<file path="config.mk">
export PLATFORM = sky130hd
export DESIGN_NAME = iob_fifo_sync_asym_flat
export DESIGN_NICKNAME = d
export VERILOG_FILES = /design/src/rtl/iob_fifo_sync_asym_if.sv /design/src/rtl/iob_fifo_sync_asym.sv /design/src/flat_wrapper.sv
export SDC_FILE = /design/constraint.sdc
export NUM_CORES = 1
export LEC_CHECK = 0
export BUFFER_PORTS_ARGS = -buffer_cell sky130_fd_sc_hd__buf_2
export CAP_MARGIN = 20
export CORE_AREA = 3 3 136 138
export DETAILED_ROUTE_END_ITERATION = 7
export DIE_AREA = 0 0 139 141
export PLACE_DENSITY_LB_ADDON = 0.15
export SLEW_MARGIN = 20
export SYNTH_ARGS = -nofsm -noshare
export SYNTH_HDL_FRONTEND = slang
export SYNTH_SLANG_ARGS = --single-unit
</file>
<file path="constraint.sdc">
create_clock -name clk -period 3.14 [get_ports clk]
set_clock_uncertainty 0.15 [all_clocks]
set_input_delay 0.628 -clock clk [delete_from_list [all_inputs] [get_ports clk]]
set_output_delay 0.628 -clock clk [all_outputs]
set_load 0.005 [all_outputs]
</file>
<file path="src/rtl/iob_fifo_sync_asym_if.sv">
// iob_fifo_sync_asym_if: write/read handshake bundle for the asymmetric-width
// single-clock FIFO. The master modport is the user side that produces writes
// and consumes reads; the slave modport is the FIFO itself.
interface iob_fifo_sync_asym_if #(
   parameter int W_DATA_W = 32,
   parameter int R_DATA_W = 8,
   parameter int ADDR_W   = 4
) ();

   logic                w_en;
   logic [W_DATA_W-1:0] w_data;
   logic                w_full;
   logic                r_en;
   logic [R_DATA_W-1:0] r_data;
   logic                r_empty;
   logic [ADDR_W:0]     level;

   modport master (
      output w_en,
      output w_data,
      output r_en,
      input  w_full,
      input  r_data,
      input  r_empty,
      input  level
   );

   modport slave (
      input  w_en,
      input  w_data,
      input  r_en,
      output w_full,
      output r_data,
      output r_empty,
      output level
   );

endinterface

</file>
<file path="src/rtl/iob_fifo_sync_asym.sv">
// iob_fifo_sync_asym: single-clock FIFO with independent write and read word
// widths (power-of-two ratio either way). Storage is a register array of
// DEPTH = 2^ADDR_W narrow words; every entry is usable because the registered
// occupancy counter, not the pointers, decides full and empty.
//
// Build option: define IOB_FIFO_SYNC_ASYM_FWFT_EN for first-word fall-through
// (r_data shows the head word combinationally, zero read latency). Without it
// r_data is registered at the edge that accepts a read and holds until the
// next accepted read.
module iob_fifo_sync_asym #(
   parameter int W_DATA_W = 32,
   parameter int R_DATA_W = 8,
   parameter int ADDR_W   = 4
) (
   input logic                clk,
   input logic                rst,
   iob_fifo_sync_asym_if.slave bus
);

   // Geometry. Pointers count narrow words; one wide access spans a
   // contiguous, naturally aligned group of narrow entries.
   localparam int MIN_W   = (W_DATA_W < R_DATA_W) ? W_DATA_W : R_DATA_W;
   localparam int W_RATIO = W_DATA_W / MIN_W;
   localparam int R_RATIO = R_DATA_W / MIN_W;
   localparam int DEPTH   = 1 << ADDR_W;
   localparam int LVL_W   = ADDR_W + 1;

   // Step sizes and flag thresholds sized to the counters they act on.
   // A ratio equal to DEPTH truncates to a zero pointer step, which is the
   // correct modulo-DEPTH advance.
   localparam logic [ADDR_W-1:0] W_PTR_STEP = ADDR_W'(W_RATIO);
   localparam logic [ADDR_W-1:0] R_PTR_STEP = ADDR_W'(R_RATIO);
   localparam logic [LVL_W-1:0]  W_LVL_STEP = LVL_W'(W_RATIO);
   localparam logic [LVL_W-1:0]  R_LVL_STEP = LVL_W'(R_RATIO);
   localparam logic [LVL_W-1:0]  FULL_THR   = LVL_W'(DEPTH - W_RATIO);

   // Storage and state.
   logic [MIN_W-1:0]    mem_r [DEPTH];
   logic [ADDR_W-1:0]   wptr_r;
   logic [ADDR_W-1:0]   rptr_r;
   logic [LVL_W-1:0]    level_r;
   logic                w_full_r;
   logic                r_empty_r;

   // Per-cycle decisions.
   logic                wacc_s;
   logic                racc_s;
   logic [LVL_W-1:0]    level_next_s;
   logic [R_DATA_W-1:0] rd_word_s;

   // Acceptance uses only the registered flags, so a same-cycle read never
   // makes room for a write and a same-cycle write never feeds a read.
   always_comb begin
      wacc_s = 1'b0;
      racc_s = 1'b0;
      if (bus.w_en && !w_full_r) begin
         wacc_s = 1'b1;
      end else begin
         wacc_s = 1'b0;
      end
      if (bus.r_en && !r_empty_r) begin
         racc_s = 1'b1;
      end else begin
         racc_s = 1'b0;
      end
   end

   // Next occupancy in narrow words. An accepted write implies
   // level <= DEPTH - W_RATIO, so the sum never exceeds DEPTH.
   always_comb begin
      level_next_s = level_r;
      case ({wacc_s, racc_s})
         2'b11:   level_next_s = level_r + W_LVL_STEP - R_LVL_STEP;
         2'b10:   level_next_s = level_r + W_LVL_STEP;
         2'b01:   level_next_s = level_r - R_LVL_STEP;
         2'b00:   level_next_s = level_r;
         default: level_next_s = level_r;
      endcase
   end

   // Pointers, occupancy and flags; flags are derived from the next level so
   // they change on the same edge that performs the operation.
   always_ff @(posedge clk or posedge rst) begin
      if (rst) begin
         wptr_r    <= {ADDR_W{1'b0}};
         rptr_r    <= {ADDR_W{1'b0}};
         level_r   <= {LVL_W{1'b0}};
         w_full_r  <= 1'b0;
         r_empty_r <= 1'b1;
      end else begin
         if (wacc_s) begin
            wptr_r <= wptr_r + W_PTR_STEP;
         end
         if (racc_s) begin
            rptr_r <= rptr_r + R_PTR_STEP;
         end
         level_r   <= level_next_s;
         w_full_r  <= (level_next_s > FULL_THR);
         r_empty_r <= (level_next_s < R_LVL_STEP);
      end
   end

   // Storage write: split the write word into narrow sub-words, least
   // significant first at the lowest address. Contents are never reset.
   always_ff @(posedge clk) begin
      if (wacc_s) begin
         for (int i = 0; i < W_RATIO; i++) begin
            mem_r[wptr_r + ADDR_W'(i)] <= bus.w_data[i*MIN_W +: MIN_W];
         end
      end
   end

   // Head read word: gather R_RATIO narrow entries from the read pointer,
   // the oldest one in the least significant position.
   always_comb begin
      rd_word_s = {R_DATA_W{1'b0}};
      for (int i = 0; i < R_RATIO; i++) begin
         rd_word_s[i*MIN_W +: MIN_W] = mem_r[rptr_r + ADDR_W'(i)];
      end
   end

`ifdef IOB_FIFO_SYNC_ASYM_FWFT_EN
   // Fall-through: the head word is presented directly; it is meaningless
   // while r_empty is high.
   assign bus.r_data = rd_word_s;
`else
   logic [R_DATA_W-1:0] r_data_r;

   // Registered read data: captured only on an accepted read, otherwise held.
   always_ff @(posedge clk or posedge rst) begin
      if (rst) begin
         r_data_r <= {R_DATA_W{1'b0}};
      end else if (racc_s) begin
         r_data_r <= rd_word_s;
      end
   end

   assign bus.r_data = r_data_r;
`endif

   assign bus.level   = level_r;
   assign bus.w_full  = w_full_r;
   assign bus.r_empty = r_empty_r;

endmodule
</file>
<file path="src/flat_wrapper.sv">
// flat-port wrapper written by rule: the top's interface ports become plain ports
module iob_fifo_sync_asym_flat 
#(
   parameter int W_DATA_W = 32,
   parameter int R_DATA_W = 8,
   parameter int ADDR_W   = 4
)
  (clk, rst, bus_w_en, bus_w_data, bus_r_en, bus_w_full, bus_r_data, bus_r_empty, bus_level);
  iob_fifo_sync_asym_if #(.W_DATA_W(W_DATA_W), .R_DATA_W(R_DATA_W), .ADDR_W(ADDR_W)) bus_i ();
  input logic clk;
  input logic rst;
  input wire logic [$bits(bus_i.w_en)-1:0] bus_w_en;
  input wire logic [$bits(bus_i.w_data)-1:0] bus_w_data;
  input wire logic [$bits(bus_i.r_en)-1:0] bus_r_en;
  output wire logic [$bits(bus_i.w_full)-1:0] bus_w_full;
  output wire logic [$bits(bus_i.r_data)-1:0] bus_r_data;
  output wire logic [$bits(bus_i.r_empty)-1:0] bus_r_empty;
  output wire logic [$bits(bus_i.level)-1:0] bus_level;
  assign bus_i.w_en = bus_w_en;
  assign bus_i.w_data = bus_w_data;
  assign bus_i.r_en = bus_r_en;
  assign bus_w_full = bus_i.w_full;
  assign bus_r_data = bus_i.r_data;
  assign bus_r_empty = bus_i.r_empty;
  assign bus_level = bus_i.level;
  iob_fifo_sync_asym #(.W_DATA_W(W_DATA_W), .R_DATA_W(R_DATA_W), .ADDR_W(ADDR_W)) u_core (.clk(clk), .rst(rst), .bus(bus_i));
endmodule
</file>
After elaboration in Yosys (flattened, before gate mapping)
Memory sizes are Yosys's and may differ from the RTL's. A register that Yosys moved wholly into a read port is not among the register bits.
Cells that the tools add are included.
{"block": "totals", "ff_bits": 15, "mem_bits_rw": 128, "input_bits": 36, "out_inout_bits": 15, "elab_cells": 29, "memories": 1}
{"block": "classes", "n_addsub": 8, "order_cmp": 2, "n_eq_ne": 3, "n_mux": 5, "n_reduce_logical": 5}
{"memory": "u_core.mem_r", "words": 16, "width": 8, "rd": 1, "rd_clocked_by_memory_dff": 1, "wr": 4, "line": "iob_fifo_sync_asym.sv:38", "source": "logic [MIN_W-1:0] mem_r [DEPTH];"}
{"cell": "5-bit case mux with 4 select lines", "count": 1}
{"cell": "5-bit by 1-bit subtractor with 5-bit output, second input constant", "count": 2}
{"cell": "4-bit by 1-bit adder with 4-bit output, second input constant", "count": 2}
{"cell": "4-bit by 2-bit adder with 4-bit output, second input constant", "count": 2}
{"cell": "5-bit by 3-bit adder with 5-bit output, second input constant", "count": 1}
{"cell": "5-bit by 4-bit greater-than comparator with 1-bit output, second input constant", "count": 1}
{"cell": "5-bit by 1-bit less-than comparator with 1-bit output, second input constant", "count": 1}
{"cell": "4-bit by 3-bit adder with 4-bit output, second input constant", "count": 1}
{"cell": "2-bit equality test, second input constant", "count": 2}
{"cell": "1-bit 2-to-1 mux", "count": 4}
{"cell": "2-bit by 1-bit equality test with 1-bit output, second input constant", "count": 1}
{"cell": "1-bit logical AND", "count": 2}
{"cell": "1-bit zero test", "count": 2}
{"cell": "2-bit zero test", "count": 1}

Longest topological paths before layout
Gate-level depths: netlist of the first run.
{"block": "logic_depth", "ltp_word": 6, "depth_mapped": 7, "ltp_nobuf": 6}

Least setup slack after synthesis of the first run
OpenSTA, ideal clock, no wires.
{"block": "synth_path", "path_kind": "in2reg", "startpoint": "input port bus_w_en", "endpoint": "memory u_core.mem_r[0][0] in the netlist's numbering (enable)", "setup_time_ns": 0.392, "t_arrival_ns": 1.859, "t_required_ns": 2.598, "path_slack_ns": 0.739, "stages": 3, "path_buffers": 1, "cell_sequence": "nor2b_1 > clkbuf_1 > and2_1"}
{"item": "start: declaration", "line": "flat_wrapper.sv:12", "source": "input wire logic [$bits(bus_i.w_en)-1:0] bus_w_en;"}
{"item": "end: declaration", "line": "iob_fifo_sync_asym.sv:38"}

==> results of run 1 <==
[logic make-up after synthesis]
group / synth area share (%)
AO/OA/AOI/OAI: 3.99
XOR/XNOR: 1.02
adder cells (fa/ha/maj): 1.45
buffers and inverters: 2.45
flip-flops: 72.5
multiplexers: 13.5
AND/OR/NAND/NOR: 5.02
[worst max-delay path by stage]
| stage | endpoint | slack [ps] |
|---|---|---|
| 2_1_floorplan | u_core.mem_r[0][0] | 740 |
| 3_3_place_gp | u_core.mem_r[2][7] | 750 |
| 3_5_place_dp | u_core.mem_r[2][1] | 650 |
| 4_1_cts | u_core.bus.r_data[4] | 760 |
| 5_1_grt | u_core.bus.r_data[2] | 680 |
| 6_report | u_core.bus.r_data[4] | 810 |
[through the flow]
| step | cell area [um^2] | cells |
|---|---|---|
| after floorplan | 6030 | 310 |
| after global placement | 6540 | 582 |
| after detailed placement | 6540 | 582 |
| after CTS | 7070 | 614 |
| after global routing | 7070 | 614 |
| final | 7070 | 614 |
[final cells by class]
| cell class | instances | area [um^2] |
|---|---|---|
| fillers | 1564 | 10200 |
| flip-flops and latches | 149 | 4370 |
| multi-input cells | 138 | 1510 |
| clock buffers | 21 | 440 |
| repair buffers | 62 | 353 |
| well taps | 225 | 282 |
| clock inverters | 11 | 86.3 |
| inverters | 8 | 30.0 |
[placed cells by master, fill, tap and decap left out, types with 2 or more instances in the layout]
cell	count
mux2i_1	5
clkinv_1	4
o221a_2	5
and2_1	4
mux4_2	17
a2111o_1	2
and2b_1	2
mux2_2	6
a221o_1	3
a2111oi_0	6
nand2b_1	9
clkinvlp_4	3
clkbuf_16	17
buf_2	50
nor2b_1	5
inv_1	8
mux4_1	12
ha_1	7
clkinv_2	2
o21ai_0	6
nand3b_1	2
buf_4	11
nand4_1	2
clkbuf_1	4
edfxtp_1	128
nand2_1	23
xnor2_1	7
nor2_1	2
dfrtp_1	19
[power breakdown]
part	internal, mW	switching [mW]
Combinational	0.886	0.843
Sequential	2.57	0.286
Clock	1.07	0.724
[routing by layer]
metal	track usage [%]	part of all wire, %	vias to the layer above
met5	0	0	-
met1	15.4	44	1567
met4	3.71	0.89	0
met2	21.0	51	62
met3	4.31	4.2	9
li1	-	-	1388
[synthesized netlist by cell type, types with 2 or more instances]
library cell  count
edfxtp_1        128
nand2_1          23
dfrtp_1          20
mux4_2           17
mux4_1           12
nand2b_1          9
inv_1             8
ha_1              7
xnor2_1           7
a2111oi_0         6
mux2_2            6
o21ai_0           6
buf_6             5
mux2i_1           5
nor2b_1           5
o221a_2           5
and2_1            4
buf_2             4
a221o_1           3
clkbuf_1          3
a2111o_1          2
and2b_1           2
buf_4             2
nand3b_1          2
nand4_1           2
nor2_1            2
[registers in the layout, indices dropped and copies added (netlist names)]
register            count
u_core.rptr_r           4
u_core.wptr_r           2
u_core.mem_r          128
u_core.bus.level        5
u_core.bus.r_empty      1
u_core.bus.w_full       1
u_core.bus.r_data       8
==> results.sh, run 1 <==
export IMPL_status="complete, no violations"
export IMPL_r2r_setup_slack_ps=810
export IMPL_syn_to_final_growth_pct=17.3
export IMPL_rsz0062_at_grt="false"
export IMPL_synth_area_leaders="edfxtp_1, dfrtp_1, mux4_2"
export IMPL_slew_viol_final=0
export IMPL_criticalPathCategory="reg2reg"
export IMPL_r2r_start="u_core.rptr_r[1]"
export IMPL_postRouteAntennaNets=0
export IMPL_fmax_ghz=0.429
export IMPL_cp_end_kind="register"
export IMPL_core_area_um2=17300
export IMPL_worstReg2RegEnd="u_core.bus.r_data[4]"
export IMPL_netlist_area_leader_share_pct=63.8
export IMPL_yosysTopAreaCell="edfxtp_1"
export IMPL_relSlewSlack_pct=38.1
export IMPL_wirelength_um=11400
export IMPL_drcViolationCount=0
export IMPL_layout_drive_gt1_share_pct=30.6
export IMPL_synth_distinct_cells=41
export IMPL_ys_seq_area_share_pct=72.5
export IMPL_clock_sinks=149
export IMPL_setup_tns_ps=0
export IMPL_vias_per_cell=4.93
export IMPL_die_w_um=139
export IMPL_track_usage_pct=12.5
export IMPL_ys_warn_count=0
export IMPL_synth_edf_count=128
export IMPL_synthArstFlopShare_pct=14.1
export IMPL_postCtsSetupBuffers=0
export IMPL_nets=419
export IMPL_p_per_area_nw_per_um2=903
export IMPL_leakage_nw=2.49
export IMPL_wl_per_cell_um=18.6
export IMPL_firstDrtPassIters=4
export IMPL_grt_pass1_wl_um=18400
export IMPL_postCtsHoldBufs=0
export IMPL_clock_latency_ps=410
export IMPL_grt_max_degree=33
export IMPL_antenna_found_initial=0
export IMPL_total_power_mw=6.38
export IMPL_netlist_instances=310
export IMPL_htree_levels=4
export IMPL_max_slew_worst_pin_slew_ps=928
export IMPL_first_iter_violations=233
export IMPL_die_area_um2=19600
export IMPL_grt_overflow=0
export IMPL_yosys_register_bits=149
export IMPL_drv_cap=0
export IMPL_finalSetupViolations=0
export IMPL_critPathTopFamily="flip-flops"
export IMPL_finalHoldViolations=0
export IMPL_cp_num_cells=5
export IMPL_crit_start="u_core.rptr_r[1]"
export IMPL_worst_setup_path_start_kind="register"
export IMPL_first_global_vias=3259
export IMPL_synth_main_ff_cell="edfxtp_1"
export IMPL_clk_pin_slew_worst_paths_ps=60
export IMPL_rows=48
export IMPL_syn_area_um2=6030
export IMPL_cts_root_buffer="clkbuf_16"
export IMPL_diodes=0
export IMPL_crit_required_ps=3290
export IMPL_initial_utilization_pct=34.8
export IMPL_r2r_cells=5
export IMPL_clock_path_buffers=2
export IMPL_fp_dieH_um=141
export IMPL_io_pins=51
export IMPL_cts_made_buffers=17
export IMPL_cp_arrival_ps=2480
export IMPL_io_buffers=50
export IMPL_hold_ws_ps=270
export IMPL_cp_num_buf_inv=1
export IMPL_hp_class="in2async"
export IMPL_critical_path_cell_chain="buf_4 > mux4_1 > nand2b_1 > nand2_1 > o221a_2"
export IMPL_via_count=3026
export IMPL_cts_tree="built"
export IMPL_syn_nets=353
export IMPL_gp_congestion=0.685
export IMPL_pre_cts_ws_ps=653
export IMPL_syn_mean_instance_area_um2=19.4
export IMPL_finalCoreUtilization_pct=40.9
export IMPL_dp_hpwl_um=7250
export IMPL_critPathMaxStageDelay_ps=770
export IMPL_ir_drop_mv=0.381
export IMPL_finalWorstSetupSlack_ps=808
export IMPL_fin_crit_ps=2330
export IMPL_cts_resized=0
export IMPL_fin_crit_sh_pct=74.3
export IMPL_critPathMaxFanout=24
export IMPL_cpMaxStageDelayCell="dfrtp_2"
(Power assumes the default switching activity.)
==> run 2, diff against run 1 <==
- clock period: 3.14 -> 2.4 ns (I/O delays scaled with it)
==> run 2 against run 1 <==
Compared with the run above: combinational power grew 39%; worst setup slack lost 500 ps; sequential share of layout area decreased by 1.3 points; die area did not move; first-iteration DRC count unchanged.
==> results.sh, run 2 (synthesized netlist as in run 1, its figures left out) <==
export IMPL_status="complete, no violations"
export IMPL_grt_pass1_wl_um=18500
export IMPL_largest_reg_flops=128
export IMPL_die_w_um=139
export IMPL_slew_viol_final=0
export IMPL_cts_made_buffers=17
export IMPL_ir_drop_mv=0.714
export IMPL_clock_path_buffers=2
export IMPL_io_buffers=50
export IMPL_pre_cts_ws_ps=302
export IMPL_htree_levels=4
export IMPL_clock_sinks=149
export IMPL_regMostFlops="u_core.mem_r"
export IMPL_fmax_ghz=0.477
export IMPL_wl_per_cell_um=18.6
export IMPL_postCtsSetupBuffers=0
export IMPL_fin_crit_ps=2100
export IMPL_first_iter_violations=233
export IMPL_fillCellCount=1553
export IMPL_leakage_nw=2.58
export IMPL_gp_congestion=0.694
export IMPL_cp_arrival_ps=2250
export IMPL_nets=428
export IMPL_via_count=3020
export IMPL_antenna_found_initial=0
export IMPL_finalHoldViolations=0
export IMPL_postRouteAntennaNets=0
export IMPL_criticalPathCategory="reg2reg"
export IMPL_cts_tree="built"
export IMPL_first_global_vias=3247
export IMPL_cp_num_buf_inv=1
export IMPL_wl_met1_um=5050
export IMPL_fin_crit_sh_pct=87.3
export IMPL_max_slew_worst_pin_slew_ps=792
export IMPL_track_usage_pct=12.6
export IMPL_fp_dieH_um=141
export IMPL_critPathMaxFanout=17
export IMPL_setup_tns_ps=0
export IMPL_diodes=0
export IMPL_critPathMaxStageDelay_ps=730
export IMPL_dr_wl_met2_um=5840
export IMPL_top_layer="met4"
export IMPL_clock_latency_ps=420
export IMPL_clk_pin_slew_worst_paths_ps=60
export IMPL_layout_drive_gt1_share_pct=33.9
export IMPL_hp_class="in2async"
export IMPL_initial_utilization_pct=34.8
export IMPL_drcViolationCount=0
export IMPL_die_area_um2=19600
export IMPL_crit_required_ps=2550
export IMPL_syn_to_final_growth_pct=19.8
export IMPL_cts_root_buffer="clkbuf_16"
export IMPL_core_area_um2=17300
export IMPL_finalWorstSetupSlack_ps=304
export IMPL_worst_setup_path_start_kind="register"
export IMPL_p_per_area_nw_per_um2=1210
export IMPL_grt_max_degree=22
export IMPL_grt_overflow=0
export IMPL_wirelength_um=11600
export IMPL_relSlewSlack_pct=47.2
export IMPL_postCtsHoldBufs=0
export IMPL_dp_hpwl_um=7540
export IMPL_dp_cells=591
export IMPL_total_power_mw=8.72
export IMPL_rows=48
export IMPL_cp_end_kind="register"
export IMPL_layout_commonest_cell="edfxtp_1"
export IMPL_io_pins=51
export IMPL_critPathTopFamily="flip-flops"
export IMPL_routed_wl_met3_um=494
export IMPL_cts_resized=0
export IMPL_finalSetupViolations=0
export IMPL_cpMaxStageDelayCell="dfrtp_1"
export IMPL_firstDrtPassIters=4
export IMPL_critical_path_cell_chain="buf_4 > mux4_1 > nand2b_1 > nand2_1 > o221a_2"
export IMPL_final_cells=623
export IMPL_rsz0062_at_grt="false"
export IMPL_layout_common_cells="edfxtp_1, buf_2, nand2_1"
export IMPL_vias_per_cell=4.85
export IMPL_drv_cap=0
[run 2: layout make-up]
| class | instances | area, um^2 | area share [%] |
|---|---|---|---|
| clock buffers | 17 | 425 | 5.89 |
| repair buffers | 71 | 420 | 5.83 |
| clock inverters | 15 | 180 | 2.50 |
| inverters | 8 | 30.0 | 0.416 |
| well taps | 225 | 282 | 3.90 |
| flip-flops and latches | 149 | 4370 | 60.6 |
| multi-input cells | 138 | 1510 | 20.9 |
[run 2: metal layers]
metal,up-vias,GRT usage [%]
li1,1410,-
met1,1533,16.0
met5,-,0
met3,16,3.83
met4,0,5.05
met2,61,20.4
[run 2: path summary, 6_finish.rpt]
kind | start | to | slack [ps] | cells after the start
min reg2reg | u_core.bus.r_data[6] | u_core.bus.r_data[6] | 370 | 1
max | u_core.rptr_r[2] | u_core.bus.r_data[7] | 300 | 5
min | rst | u_core.bus.r_data[2] | 50 | 2
max in group asynchronous | rst | u_core.bus.r_data[0] | 1490 | 3
min in group clk | bus_w_data[17] | u_core.mem_r[14][1] | 130 | 1
max reg2reg | u_core.rptr_r[2] | u_core.bus.r_data[7] | 300 | 5
[run 2: stage by stage]
step                hold slack [ps]  instance area (um^2)  utilization [%]
floorplan                       306                  6030                -
global placement                358                  6610             38.2
detailed placement              363                  6610             38.2
CTS                            68.3                  7220             41.7
global route                   99.9                  7220             41.7
finish                         53.4                  7220             41.7
[run 2: power by group]
group          switching (mW)  internal [mW]
sequential              0.293           3.36
clock                    1.03           1.64
combinational            1.19           1.21
[run 2: worst register-to-register path, cell delays in order, from the launching register on]
cell and delay [ps]:
dfrtp_1 730, buf_4 390, mux4_1 360, nand2b_1 90, nand2_1 50, o221a_2 210
